$ cat src/rtl/cont_sinc_cresc.sv
// cont_sinc_cresc: synchronous modulo-MODULO up counter with parallel load,
// count enable, terminal count and sticky wrap flag. Cascadable: tc of one
// stage drives en of the next, and both count on the same clk edge.
//
// Ports
//   clk       clock, all state changes on posedge
//   rst       synchronous reset, active-high
//   en        count enable
//   load      parallel load strobe (has priority over en)
//   d         parallel load value
//   clr_wrap  clears the sticky wrap flag (a rollover on the same edge wins)
//   q         registered count value
//   qnot      registered bitwise complement of q
//   tc        combinational terminal count, (q == MODULO-1) & en
//   wrap      sticky flag, set on every MODULO-1 -> 0 rollover
//   load_err  registered, high for the cycle after a rejected load (d >= MODULO)
module cont_sinc_cresc #(
   parameter int unsigned WIDTH  = 6,
   parameter int unsigned MODULO = 64
) (
   input  logic             clk,
   input  logic             rst,
   input  logic             en,
   input  logic             load,
   input  logic [WIDTH-1:0] d,
   input  logic             clr_wrap,
   output logic [WIDTH-1:0] q,
   output logic [WIDTH-1:0] qnot,
   output logic             tc,
   output logic             wrap,
   output logic             load_err
);

   localparam logic [WIDTH-1:0] TERM = WIDTH'(MODULO - 1);

   logic             at_term;
   logic             d_ok;
   logic             rollover;
   logic             carry;
   logic [WIDTH-1:0] t;
   logic [WIDTH-1:0] q_nx;
   logic             wrap_nx;
   logic             err_nx;

   assign at_term  = (q == TERM);
   // Compare in 32 bits so MODULO = 2**WIDTH is representable
   assign d_ok     = (32'(d) < MODULO);
   assign rollover = ~load & en & at_term;
   assign tc       = at_term & en;

   // Toggle-stage next state: each bit flips when its T input is high
   always_comb begin
      t       = '0;
      carry   = en;
      q_nx    = q;
      wrap_nx = wrap;
      err_nx  = 1'b0;

      // Carry chain: T_i = en & (&q[i-1:0])
      for (int unsigned i = 0; i < WIDTH; i++) begin
         t[i]  = carry;
         carry = carry & q[i];
      end

      if (load) begin
         // Load expressed as toggling every bit that differs from the target
         t      = q ^ (d_ok ? d : '0);
         err_nx = ~d_ok;
      end else if (rollover) begin
         // Terminal state overrides the chain: toggle every set bit to reach 0
         t = q;
      end

      q_nx    = q ^ t;
      wrap_nx = rollover | (wrap & ~clr_wrap);
   end

   // State registers; reset has priority over every other input
   always_ff @(posedge clk) begin
      if (rst) begin
         q        <= '0;
         qnot     <= '1;
         wrap     <= 1'b0;
         load_err <= 1'b0;
      end else begin
         q        <= q_nx;
         qnot     <= ~q_nx;
         wrap     <= wrap_nx;
         load_err <= err_nx;
      end
   end

endmodule
$ cat config.mk
export PLATFORM = sky130hd
export DESIGN_NAME = cont_sinc_cresc
export DESIGN_NICKNAME = d
export VERILOG_FILES = /design/src/rtl/cont_sinc_cresc.sv
export SDC_FILE = /design/constraint.sdc
export NUM_CORES = 1
export LEC_CHECK = 0
export CORE_MARGIN = 8
export CORE_UTILIZATION = 41
export DETAILED_ROUTE_END_ITERATION = 16
export GPL_ROUTABILITY_DRIVEN = 0
export PLACE_DENSITY_LB_ADDON = 0.25
export SYNTH_ARGS = -nofsm -noshare
export SYNTH_HDL_FRONTEND = slang
export SYNTH_SLANG_ARGS = --single-unit
$ cat constraint.sdc
create_clock -name clk -period 2.2 [get_ports clk]
set_clock_uncertainty 0.15 [all_clocks]
set_input_delay 0.44 -clock clk [delete_from_list [all_inputs] [get_ports clk]]
set_output_delay 0.44 -clock clk [all_outputs]
set_load 0.1 [all_outputs]
Word level (Yosys, flattened, before mapping)
Cells that the tools add are included.

word-level totals
  bits in registers = 13
  bits of input ports = 11
  word-level logic and storage cells = 21
  output and inout port bits = 15

operators by class
  bitwise operators = 15
  equality and inequality tests = 1
  mux-type cells = 2

operators by type and width
  operator            number
  $mux 6              2
  $xor 6x6->6         2
  $and 1x1->1         9
  $eq 6x6->1 const B  1
  $not 6->6           1
  $not 1->1           2
  $or 1x1->1          1

Logic depth before layout (Yosys ltp)
  depth in word-level cells = 9
  mapped depth = 4
  gate-level depth less buffers = 3

Worst setup path before layout
Ideal clock, no wire load.

  kind = flip-flop to output port
  start point = reg q[1]
  end point = out tc
  arrival time = 2.399 ns
  path buffers = 1
  setup slack = -0.789 ns
  required time = 1.610 ns
  stages on the path, launching flop included = 5
  path through = dfxtp_1 -> and4_4 -> buf_6 -> and2_4 -> and3_1

between the ends
  cells in the longest elaborated chain, start to end = 2

ends and longest elaborated chain
  item                      line  source
  start: declaration        27    output logic [WIDTH-1:0] q,
  start signal: assignment  86    q <= q_nx;
  $eq 6x6->1                45    assign at_term = (q == TERM);
  $and 1x1->1               49    assign tc = at_term & en;
  end: declaration          29    output logic tc,

No other way between the ends.

Worst setup path in the final report
  start point = in en
  end point = out tc

between the ends
  cells in the longest elaborated chain, start to end = 1

ends and longest elaborated chain
  item                line  source
  start: declaration  23    input logic en,
  $and 1x1->1         49

No other way between the ends.

==> summary.md <==
| Metric | Value |
|---|---|
| Clock transition at path regs | approximately 0.080 ns |
| Mapped cell area | approximately 550 um2 |
| Die ar. | 0.00278 mm2 |
| PnR worst setup slack | approximately 0.24 ns |
| Layout cell share with drive strength beyond 1 | 36.5% |
| Largest net degree at the start of global routing | 11 |
| Post-Syn Instances | between 50 and 60 |
| Kind of end point of the critical path | output pin |
| Die Ht | roughly 53 um |
| Register area share after synthesis | between 40% and 50% |
| RSZ-0062 raised after global routing | no |
| Place WS | -0.0341 ns |
| Area of the multi-input gates | approximately 250 um2 |
| Data arrival, critical path | 1.37 ns |
| Maximum clock path buffer count | 2 |
| First-pass detailed-route iteration total | 4 |
| PortBufs | 24 |
| Initial DRC Count | 2 |
| Vias per cell | 4.91 |
| Cts bufs inserted | 3 |
| LEAKAGE | 0.370 nW |
| Minimum hold slack | around 0.33 ns |
| Antenna Cells | 0 |
| Clock Sinks | 13 |
| Pins Over Slew Limit | 0 |
| Syn Area/Cell | ~9.7 um2 |
| Sw power | 0.000245 W |
| Final wirelength | between 1000 and 1500 um |
| YS warnings | 0 |
| Vias | 491 |
| Placement row count | 13 |
| Total power | 0.000624 W |
| Routed Antenna Nets | 0 |
| Comb pwr share | 34.6% |
| Core ar. | 0.00128 mm2 |
| Syn Nets | just under 70 |
| Postcts setup bufs | 0 |
| Per-cell routed wire length | ~12 um |
| Sequential standard cell area | approximately 270 um2 |
| Starting Density | between 40% and 50% |
| Max Fclk | around 0.5 GHz |
| Clk pwr share | between 20% and 30% |
| Synthesis-stage register bit count | 13 |
| Power Dens Cells | roughly 750 mW/mm2 |
| Type of origin of the critical path | input pin |
| Critical Path RT | roughly 1.6 ns |
| Post-synthesis cell type count | 29 |
| Final nets | 97 |
| Post-detail-place hpwl | roughly 970 um |
| Worst-path fanout max | 2 |
| Area growth syn-to-layout | 50.3% |
| Minimum clock period | roughly 2.0 ns |
| Fill cells | 116 |
| DRC | 0 |
| GRT overflow | 0 |
| CTS tree | done |
| Vias in the first global route | 460 |
| CTS H-tree depth | 1 |
| Status | finished clean |
| Crit path kind | input pin to output pin |
| CTS Hold Bufs | 0 |
| DP Cell Count | between 90 and 100 |
| Initial antenna violation count | 0 |
| First-pass GRT wire length | ~2000 um |
| Crit share post-route | about 89% |
| Skew-Pair Late Insertion Delay | 0.26 ns |
| Die Span X | 52.8 um |
| Final setup violating endpoints | 0 |
| Root Buffer | clkbuf_4 |
| Max capacitance violation total | 0 |
| Internal | 0.000378 W |
| Top-level I/O count | 26 |
| Fin cells | 100 |
| Setup tns final | 0 ns |
| Maximum vdd drop | about 0.46 mV |
| Part of the power in registers | 42.6% |
| Total Routing Usage GR | 9.45% |
| Final Hold Viols | 0 |
| Switching share of power | between 30% and 40% |
| Worst min path class | register to register |
==> cell families (layout without fill, tap and decap cells) <==
kind of cell	count (synthesis)	after routing	synth area share, %
other cells	1	1	0.677
buf+inv	9	37	8.35
simple gates	14	14	14.9
xor+xnor	4	4	6.32
compound gates	16	16	22.8
flops	13	13	47.0
==> area by class of cell <==
cell class	count	share of cell area [%]
repair buffers	28	29.6
well taps	15	2.25
clock buffers	4	3.15
inverters	5	2.25
multi-input cells	35	30.3
flip-flops and latches	13	32.4
==> metal layers <==
layer	vias up	share of wire, %	global-route usage [%]
li1	254	-	-
met1	216	47	12.2
met2	19	40	11.7
met3	2	12	5.40
met4	0	0.82	5.17
met5	-	0	0
==> power groups by stage <==
stage	sequential [W]	combinational (W)	clock, W
after floorplan	0.000390	0.0000440	0
after global placement	0.000271	0.000217	0
after detailed placement	0.000271	0.000218	0
after CTS	0.000266	0.000218	0.000147
after global routing	0.000268	0.000225	0.000163
final	0.000265	0.000216	0.000143
==> critical path: stages <==
cell           delay (ns)
dlygate4sd2_1        0.21
and4_4               0.23
and2_4               0.14
and3_4               0.19
buf_12               0.17
==> sequential cells by signal, indices dropped and copies added (netlist names) <==
register / flops
q: 6
wrap: 1
qnot: 6
==> layout by cell type (no fill, tap or decap), drive strengths merged, types with 2 or more instances in the layout <==
cell           netlist  layout
a211o                2       2
a211oi               3       3
a21oi                4       4
and3                 2       2
buf                  3      18
clkbuf               1       4
clkdlybuf4s50        0       9
dfxtp               13      13
inv                  5       5
nand3                2       2
nor2                 3       3
nor2b                2       2
o21a                 2       2
o21ai                2       2
xor2                 3       3
==> cells in the mapped netlist <==
library cell	number	area (um2)
xnor2_1	1	8.76
inv_2	1	3.75
a21oi_1	4	20.0
buf_2	1	5.00
buf_4	1	7.51
a211o_1	2	17.5
a2111o_1	1	11.3
and2_4	1	8.76
and3_1	2	12.5
o21ai_1	1	5.00
buf_6	1	11.3
dfxtp_1	13	260
o21ai_0	1	5.00
a311o_1	1	10.0
a2111oi_2	1	15.0
nand3_1	2	10.0
o21a_1	2	15.0
conb_1	1	3.75
and4_4	1	11.3
nand2_1	1	3.75
xor2_1	3	26.3
clkbuf_1	1	3.75
nor2b_1	2	12.5
nor2_1	3	11.3
inv_1	4	15.0
nand4_1	1	6.26
a211oi_1	2	15.0
a211oi_2	1	12.5
nand2b_1	1	6.26
==> through the flow <==
step           cell area [um2]  util, %
2_1_floorplan              569        -
3_3_place_gp               808     62.9
3_5_place_dp               808     62.9
4_1_cts                    833     64.8
5_1_grt                    833     64.8
6_report                   833     64.8
==> timing repair <==
item | 4_1_cts | 5_1_grt
endpoints found under the hold margin | 0 | 0
setup endpoints to repair | 1 | 0
resized for setup | 1 | 0
==> final timing paths <==
| check | start | endpoint | slack [ns] | cells after the start |
|---|---|---|---|---|
| worst min register to register | wrap$_SDFF_PP0_ | wrap$_SDFF_PP0_ | 0.33 | 2 |
| worst max register to register | q[0]$_SDFF_PP0_ | q[5]$_SDFF_PP0_ | 0.76 | 4 |
| worst min-delay path | wrap$_SDFF_PP0_ | wrap$_SDFF_PP0_ | 0.33 | 2 |
| worst max-delay path | en | tc | 0.24 | 5 |
No activity file was read; power rests on OpenSTA's default activity.
